[config.mk]
export PLATFORM = sky130hd
export DESIGN_NAME = fifo_rd_packer_flat
export DESIGN_NICKNAME = d
export VERILOG_FILES = /design/src/rtl/fifo_rd_packer_if.sv /design/src/rtl/fifo_rd_packer.sv /design/src/flat_wrapper.sv
export SDC_FILE = /design/constraint.sdc
export NUM_CORES = 1
export LEC_CHECK = 0
export CAP_MARGIN = 20
export CORE_MARGIN = 3
export CORE_UTILIZATION = 35
export CTS_CLUSTER_SIZE = 16
export DETAILED_ROUTE_END_ITERATION = 7
export SETUP_SLACK_MARGIN = 0.05
export SLEW_MARGIN = 5
export SYNTH_ARGS = -nofsm -noshare
export SYNTH_HDL_FRONTEND = slang
export SYNTH_SLANG_ARGS = --single-unit
[constraint.sdc]
create_clock -name r_clk -period 2.8 [get_ports r_clk]
set_input_delay 0.56 -clock r_clk [delete_from_list [all_inputs] [get_ports r_clk]]
set_output_delay 0.56 -clock r_clk [all_outputs]
set_load 0.01 [all_outputs]
[src/rtl/fifo_rd_packer_if.sv]
// ---------------------------------------------------------------------------
// fifo_rd_packer_if
//   Output word stream of the FIFO read-side byte packer.
//
//   m_valid  word present on m_data/m_keep/m_last
//   m_ready  downstream accepts the word this cycle
//   m_data   packed word, first byte in [7:0]
//   m_keep   byte-lane enables for m_data
//   m_last   word was produced by a flush
//
//   master : the packer (drives the word, samples m_ready)
//   slave  : the consumer
// ---------------------------------------------------------------------------
interface fifo_rd_packer_if;
    logic        m_valid;
    logic        m_ready;
    logic [31:0] m_data;
    logic [3:0]  m_keep;
    logic        m_last;

    modport master (
        output m_valid,
        output m_data,
        output m_keep,
        output m_last,
        input  m_ready
    );

    modport slave (
        input  m_valid,
        input  m_data,
        input  m_keep,
        input  m_last,
        output m_ready
    );
endinterface

[src/rtl/fifo_rd_packer.sv]
// ---------------------------------------------------------------------------
// fifo_rd_packer
//   Pops bytes from the read side of an 8-bit FIFO (registered read data,
//   latency 1) and packs them little-endian into 32-bit words. A flush
//   request emits any partial word with a shortened m_keep and m_last=1.
//
//   r_clk       sole clock, rising edge
//   r_rst       synchronous, active-high reset
//   fifo_empty  FIFO empty flag
//   fifo_data   FIFO read data, valid the cycle after fifo_rd_en
//   fifo_rd_en  FIFO pop request
//   flush       single-cycle request to emit a partial word
//   m_if        output word stream (master side)
//   flush_done  one-cycle pulse when a flush completes
//   word_cnt    count of accepted output words (wraps)
// ---------------------------------------------------------------------------
module fifo_rd_packer (
    input  logic             r_clk,
    input  logic             r_rst,
    input  logic             fifo_empty,
    input  logic [7:0]       fifo_data,
    output logic             fifo_rd_en,
    input  logic             flush,
    fifo_rd_packer_if.master m_if,
    output logic             flush_done,
    output logic [15:0]      word_cnt
);

    localparam logic [1:0] ST_RUN   = 2'd0;
    localparam logic [1:0] ST_DRAIN = 2'd1;
    localparam logic [1:0] ST_EMIT  = 2'd2;

    logic [1:0]  state;
    logic [31:0] acc;
    logic [2:0]  acc_cnt;
    logic        inflight;

    logic        m_valid_q;
    logic [31:0] m_data_q;
    logic [3:0]  m_keep_q;
    logic        m_last_q;

    logic        out_free;
    logic [2:0]  eff_cnt;
    logic [31:0] acc_nx;
    logic        full_load;
    logic        emit_load;
    logic [3:0]  emit_keep;
    logic [31:0] emit_mask;

    assign out_free = ~m_valid_q | m_if.m_ready;

    // Bytes held plus the byte landing this cycle (if a read is outstanding).
    assign eff_cnt = acc_cnt + {2'b00, inflight};

    // A read may be issued while the accumulator has room for its byte, or
    // when the output register can take the current word this very edge.
    assign fifo_rd_en = ~r_rst & ~fifo_empty & (state == ST_RUN)
                      & ((eff_cnt < 3'd4) | out_free);

    // A full word moves to the output in RUN, and in DRAIN only together with
    // the last landing byte; a full word already held when DRAIN settles goes
    // out through EMIT as the flush word.
    assign full_load = (eff_cnt == 3'd4) & out_free
                     & ((state == ST_RUN) | ((state == ST_DRAIN) & inflight));
    assign emit_load = (state == ST_EMIT) & out_free;

    always_comb begin
        // NOTE: every output of this block gets a default before any condition,
        // so no path leaves a value unassigned and no latch is inferred.
        acc_nx    = acc;
        emit_keep = 4'hF;
        if (inflight) begin
            acc_nx[{acc_cnt[1:0], 3'b000} +: 8] = fifo_data;
        end
        case (acc_cnt)
            3'd1:    emit_keep = 4'b0001;
            3'd2:    emit_keep = 4'b0011;
            3'd3:    emit_keep = 4'b0111;
            default: emit_keep = 4'hF;
        endcase
        emit_mask = {{8{emit_keep[3]}}, {8{emit_keep[2]}},
                     {8{emit_keep[1]}}, {8{emit_keep[0]}}};
    end

    // NOTE: all state below uses non-blocking assignments so every register
    // samples the pre-edge values, independent of statement order.
    always_ff @(posedge r_clk) begin
        if (r_rst) begin
            state      <= ST_RUN;
            acc        <= '0;
            acc_cnt    <= '0;
            inflight   <= 1'b0;
            m_valid_q  <= 1'b0;
            m_data_q   <= '0;
            m_keep_q   <= '0;
            m_last_q   <= 1'b0;
            flush_done <= 1'b0;
            word_cnt   <= '0;
        end else begin
            inflight   <= fifo_rd_en;
            acc        <= acc_nx;
            acc_cnt    <= eff_cnt;
            flush_done <= 1'b0;

            if (m_valid_q && m_if.m_ready) begin
                m_valid_q <= 1'b0;
                word_cnt  <= word_cnt + 16'd1;
            end

            // A load overrides the drop above: accept and reload in one edge.
            if (full_load) begin
                m_valid_q <= 1'b1;
                m_data_q  <= acc_nx;
                m_keep_q  <= 4'hF;
                m_last_q  <= 1'b0;
                acc_cnt   <= 3'd0;
            end else if (emit_load) begin
                m_valid_q  <= 1'b1;
                m_data_q   <= acc & emit_mask;
                m_keep_q   <= emit_keep;
                m_last_q   <= 1'b1;
                acc_cnt    <= 3'd0;
                flush_done <= 1'b1;
            end

            case (state)
                ST_RUN: begin
                    if (flush) state <= ST_DRAIN;
                end
                ST_DRAIN: begin
                    if (!inflight) begin
                        if (acc_cnt != 3'd0) begin
                            state <= ST_EMIT;
                        end else begin
                            flush_done <= 1'b1;
                            state      <= ST_RUN;
                        end
                    end
                end
                ST_EMIT: begin
                    if (out_free) state <= ST_RUN;
                end
                default: state <= ST_RUN;
            endcase
        end
    end

    assign m_if.m_valid = m_valid_q;
    assign m_if.m_data  = m_data_q;
    assign m_if.m_keep  = m_keep_q;
    assign m_if.m_last  = m_last_q;

    // The read gating never lets a byte land while a full word is parked in
    // the accumulator, so a full accumulator cannot overflow.
    a_no_land_on_full: assert property (
        @(posedge r_clk) disable iff (r_rst) (acc_cnt == 3'd4) |-> !inflight
    );

    a_acc_cnt_range: assert property (
        @(posedge r_clk) disable iff (r_rst) acc_cnt <= 3'd4
    );

endmodule
[src/flat_wrapper.sv]
// flat-port wrapper written by rule: the top's interface ports become plain ports
module fifo_rd_packer_flat 
  (r_clk, r_rst, fifo_empty, fifo_data, fifo_rd_en, flush, flush_done, word_cnt, m_if_m_valid, m_if_m_data, m_if_m_keep, m_if_m_last, m_if_m_ready);
  fifo_rd_packer_if m_if_i ();
  input  logic r_clk;
  input  logic r_rst;
  input  logic fifo_empty;
  input  logic [7:0] fifo_data;
  output logic fifo_rd_en;
  input  logic flush;
  output logic flush_done;
  output logic [15:0] word_cnt;
  output wire logic [$bits(m_if_i.m_valid)-1:0] m_if_m_valid;
  output wire logic [$bits(m_if_i.m_data)-1:0] m_if_m_data;
  output wire logic [$bits(m_if_i.m_keep)-1:0] m_if_m_keep;
  output wire logic [$bits(m_if_i.m_last)-1:0] m_if_m_last;
  input wire logic [$bits(m_if_i.m_ready)-1:0] m_if_m_ready;
  assign m_if_m_valid = m_if_i.m_valid;
  assign m_if_m_data = m_if_i.m_data;
  assign m_if_m_keep = m_if_i.m_keep;
  assign m_if_m_last = m_if_i.m_last;
  assign m_if_i.m_ready = m_if_m_ready;
  fifo_rd_packer u_core (.r_clk(r_clk), .r_rst(r_rst), .fifo_empty(fifo_empty), .fifo_data(fifo_data), .fifo_rd_en(fifo_rd_en), .flush(flush), .m_if(m_if_i), .flush_done(flush_done), .word_cnt(word_cnt));
endmodule
* Yosys cells after proc, flatten, opt, wreduce, memory -nomap -nowiden
Cells that the tools add are included.
** Storage, ports and cells
- Register bits :: 93
- Latch bits :: 0
- Bits in writable memories :: 0
- Memory bits (read-only) :: 0
- Input port bits :: 13
- Output and inout port bits :: 56
- Logic and storage cells :: 67
- Memories :: 0
** Operators by class
- Add/subtract/negate cells :: 3
- Multipliers :: 0
- Div/mod/pow operators :: 0
- $lt $le $gt $ge :: 1
- Equal/unequal tests :: 9
- Shifts and indexed selects :: 2
- Multiplexer cells :: 20
- Bitwise gates (word level) :: 14
- Reduce and logical (&&, ||, !) cells :: 8
** Operators by type and width (number)
- $mux 32 :: 3
- $and 32x32->32 :: 1
- $bwmux 32 :: 1
- $shift 8x7->32 const A :: 1
- $shiftx 8x7->32 :: 1
- $add 16x1->16 const B :: 1
- $pmux 4 s3 :: 1
- $mux 1 :: 8
- $mux 2 :: 4
- $mux 4 :: 2
- $and 1x1->1 :: 7
- $neg 5->7 :: 1
- $eq 3x2->1 const B :: 2
- $pmux 2 s3 :: 1
- $reduce_bool 3->1 :: 2
- $ne 2x2->1 const B :: 2
- $add 3x1->3 :: 1
- $eq 3x1->1 const B :: 1
- $eq 3x3->1 const B :: 1
- $lt 3x3->1 const B :: 1
- $not 1->1 :: 3
- $or 1x1->1 :: 3
- $reduce_and 3->1 :: 1
- $reduce_or 3->1 :: 1
- 7 further kinds :: 7

* Depth between registers and ports, before layout
- Depth in word-level cells :: 8
- Mapped depth :: 8
- Gate-level depth less buffers :: 6

* Least setup slack after synthesis
No wires, ideal clock.
- Path type :: reg2out
- Start point :: register u_core.acc_cnt[0]
- End point :: output fifo_rd_en
- Arrival time :: 1614 ps
- Data required time :: 2240 ps
- Setup slack :: 626 ps
- Cell stages (with the launch flop) :: 6
- Buffers on the path :: 0
- Cell sequence :: dfxtp_1 ha_1 ha_1 xnor2_1 nor2_1 nor4b_1
** Between the ends
- Word-level cells in the longest chain between the ends :: 4
** Ends and longest elaborated chain
- from (decl) :: RTL line fifo_rd_packer.sv:35 : logic [2:0] acc_cnt;
- from (signal assigned) :: RTL line fifo_rd_packer.sv:103 : acc_cnt <= eff_cnt;
- $add 3x1->3 :: RTL line fifo_rd_packer.sv:54 : assign eff_cnt = acc_cnt + {2'b00, inflight};
- $lt 3x3->1 :: RTL line fifo_rd_packer.sv:59 : & ((eff_cnt < 3'd4) | out_free);
- $or 1x1->1 :: RTL line fifo_rd_packer.sv:59
- $and 1x1->1 :: RTL line fifo_rd_packer.sv:59
- to (decl) :: RTL line flat_wrapper.sv:9 : output logic fifo_rd_en;
Every way passes these cells.

* Worst setup path after layout
- Start point :: register u_core.inflight
- End point :: output fifo_rd_en
** Between the ends
- Word-level cells in the longest chain between the ends :: 4
** Ends and longest elaborated chain
- from (decl) :: RTL line fifo_rd_packer.sv:36 : logic inflight;
- from (signal assigned) :: RTL line fifo_rd_packer.sv:101 : inflight <= fifo_rd_en;
- $add 3x1->3 :: RTL line fifo_rd_packer.sv:54
- $lt 3x3->1 :: RTL line fifo_rd_packer.sv:59
- $or 1x1->1 :: RTL line fifo_rd_packer.sv:59
- $and 1x1->1 :: RTL line fifo_rd_packer.sv:59
Every way passes these cells.

==> flow_summary_export.csv <==
group,metric,value,unit
cells_and_area,multi_input_area,1910,µm²
synth,synthTopCellsByCount,"93 x dfxtp_1, 48 x nor2_1, 35 x nand2_1",
job,cap_viol_max_count,0,
timing,max_freq,0.412,GHz
synth,syn_area_per_cell,9.70,µm²
worst_setup_path,crit_slowest_cell,"dfxtp_1",
worst_setup_path,critPathTopFamily,"adder cells",
timing,finalClockSkew,0.00706,ns
drt,routedWlPerCell,15.4,µm
timing,maxSlewHeadroom,60.5,%
worst_setup_path,crit_chain,"ha_1, ha_1, xnor2_1, nor2_1, nor4b_1, dlygate4sd2_1",
global_routing,grt-ovfl-total,0,
global_routing,grt_max_degree,43,
floorplanning,fp.dieH,113,µm
timing,final.min_clock_period,2.42,ns
power,p_int,0.00205,W
timing,worstMarginPinSlew,0.585,ns
synth,synth_fp_nets,438,
worst_setup_path,cp_num_buf_inv,1,
drt,drtPass1Iterations,4,
timing,finalSetupTns,0,ns
run_status,status,"finished, final reports clean",
power,pwr-share-clk,43.6,%
global_routing,grt_use_total,15.7,%
cells_and_area,fin_nets,512,
timing,finalHoldViolCount,0,
floorplanning,io_pins,69,
floorplanning,dieWidth,113,µm
power,powerDensity,517,nW/µm²
clocking,path_clk_slew,0.06,ns
clocking,cts_sinks,93,
synth,yosysTopAreaCell,"dfxtp_1",
worst_setup_path,required,2.24,ns
worst_setup_path,rr_startpoint,"u_core.acc_cnt[0]",
global_routing,antenna_found_initial,0,
min_path,min_to,"u_core.m_if.m_keep[0]",
worst_setup_path,reg2regPathDepth,7,
synth,yosysMostFrequentCell,"dfxtp_1",
global_routing,grt_pass1_wl,16.4,mm
clocking,htreeDepth,3,
synth,synth-edff-count,0,
drt,vias,3320,
clocking,cts_root_buf,"clkbuf_16",
worst_setup_path,endpoint_kind,"primary output",
floorplanning,core_area,11100,µm²
timing,slew_viol_final,0,
power,leakage,1.72,nW
synth,yosys-top-cells-area,"dfxtp_1 46%, o221ai_2 6.3%, a22oi_1 4.5%",
power,vdd_drop_max,0.000309,V
timing,rsz0062_at_grt,"no",
placement,gp_congestion,0.747,
drt,viasPerCell,5.22,
global_routing,grt_pass1_vias,3332,
synth,async_reset_ff_share,0,%
drt,drt_iter0_drc,245,
synth,netlist.area_leader.share,46.0,%
floorplanning,die-area,12900,µm²
power,swShare,23.2,%
worst_setup_path,path_max_fanout,2,
worst_setup_path,cp-start-kind,"flip-flop",
placement,dpl.hpwl,6.95,mm
clocking,cts_tree,"done",
timing,setup_viol,0,
clocking,cts_buffers,9,
floorplanning,std_cell_rows,38,
synth,synth_cell_type_count,54,
placement,io_buffer_count,68,
power,combPwrFrac,6.2,%
cells_and_area,final_area,5170,µm²
min_path,hp-class,"flip-flop to flip-flop",
cells_and_area,syn_to_final_growth,27.9,%
worst_setup_path,r2r-end,"u_core.m_if.m_data[24]",
cells_and_area,register_area,1860,µm²
timing,finalCritPeriodShare,86.6,%
synth,synth-main-ff-cell,"dfxtp_1",
clocking,clk_path_buf_depth,2,
synth,yosysSeqAreaShare,46.0,%
worst_setup_path,regToRegSetupSlack,0.56,ns
synth,yosysWarnings,0,
power,seq_power_share,50.1,%
synth,synth_seq_cells,93,
floorplanning,initial_core_util,36.5,%
drt,wl,9.79,mm
placement,placed_cell_area,4880,µm²
worst_setup_path,worst_path_most_repeated_cell,"ha_1",
worst_setup_path,crit_type,"flip-flop to primary output",
worst_setup_path,worstPathArrival,1.86,ns
cells_and_area,layout-drive-gt1-share,12.9,%
min_path,min-delay-start,"u_core.m_if.m_keep[0]",
cells_and_area,fillers,1074,
min_path,min_delay_path_depth,2,
clocking,insertion_delay,0.34,ns
drt,postRouteAntennaNets,0,
synth,syn_inst,417,
synth,syn_area,4040,µm²
power,power.switching,0.000620,W
drt,drc,0,
cells_and_area,antennaDiodeCount,0,
worst_setup_path,critPathMaxStageDelay,0.32,ns
==> layer usage <==
| layer | track usage, % | share of wire, % |
|---|---|---|
| met1 | 20.8 | 48 |
| met2 | 25.4 | 45 |
| met3 | 3.82 | 5.2 |
| met4 | 4.73 | 1.6 |
| met5 | 0 | 0 |
==> area by class of cell <==
type,count,area share (%)
inverters,34,2.47
repair buffers,84,15.6
multi-input cells,269,37.0
flip-flops and latches,93,36.0
clock inverters,4,0.629
well taps,140,3.39
clock buffers,12,4.96
==> worst max-delay path by stage <==
stage | start | endpoint | slack, ns | depth (start not counted)
after global routing | u_core.inflight | fifo_rd_en | 0.25 | 6
final | u_core.inflight | fifo_rd_en | 0.38 | 6
after CTS | u_core.inflight | fifo_rd_en | 0.34 | 6
after detailed placement | m_if_m_ready | fifo_rd_en | 0.15 | 5
after floorplan | u_core.acc_cnt[0] | fifo_rd_en | 0.63 | 5
after global placement | m_if_m_ready | fifo_rd_en | 0.13 | 5
==> cell families after synthesis <==
family | share of synthesized area (%)
compound gates | 21.6
buf+inv | 6.68
mux | 0.278
simple gates | 20.1
flops | 46.0
fa+ha+maj | 2.48
xor+xnor | 2.82
==> placed cells by master, fill, tap and decap left out, types with 7 or more instances in the layout <==
cell,n
o221ai_2,17
inv_1,34
clkdlybuf4s50_1,66
xnor2_1,9
o221ai_1,7
a22oi_1,24
clkbuf_16,9
buf_4,15
o21ai_0,9
nand2_1,35
nor2_1,48
a32oi_1,8
a21oi_1,9
nor2b_1,17
nand2b_1,11
ha_1,8
dfxtp_1,93
==> what timing repair did <==
item / 4_1_cts / 5_1_grt
buffers inserted: 0 / 0
resized for setup: 1 / 0
hold buffers: 0 / 0
endpoints found under the setup margin: 1 / 0
==> per-stage QoR <==
stage | instances | hold slack (ns) | setup WS, ns | power, W | utilization (%)
finish | 636 | 0.446 | 0.376 | 0.00267 | 46.7
global route | 636 | 0.478 | 0.246 | 0.00277 | 46.7
CTS | 636 | 0.452 | 0.342 | 0.00270 | 46.7
detailed placement | 620 | 0.444 | 0.147 | 0.00154 | 44.1
global placement | 620 | 0.440 | 0.128 | 0.00154 | 44.1
floorplan | 417 | 0.433 | 0.626 | 0.00148 | -
==> registers in the layout, indices dropped and copies added (netlist names) <==
signal	cells
u_core.m_if.m_valid	1
u_core.flush_done	1
u_core.m_if.m_keep	4
u_core.acc	32
u_core.m_if.m_last	1
u_core.state	2
u_core.acc_cnt	3
u_core.inflight	1
u_core.m_if.m_data	32
u_core.word_cnt	16
==> power groups by stage <==
stage | registers, W | clock network [W] | logic (W)
5_1_grt | 0.00134 | 0.00125 | 0.000182
3_3_place_gp | 0.00137 | 0 | 0.000166
2_1_floorplan | 0.00137 | 0 | 0.000105
3_5_place_dp | 0.00137 | 0 | 0.000167
6_report | 0.00134 | 0.00117 | 0.000166
4_1_cts | 0.00134 | 0.00119 | 0.000168
==> worst reg2reg max path: stages, from the launching register on <==
cell	delay (ns)
dfxtp_1	0.33
buf_4	0.16
inv_1	0.08
ha_1	0.26
or3_1	0.44
a2111oi_4	0.62
nand2_1	0.16
o221ai_2	0.09
Power figures use the tool's default switching activity.
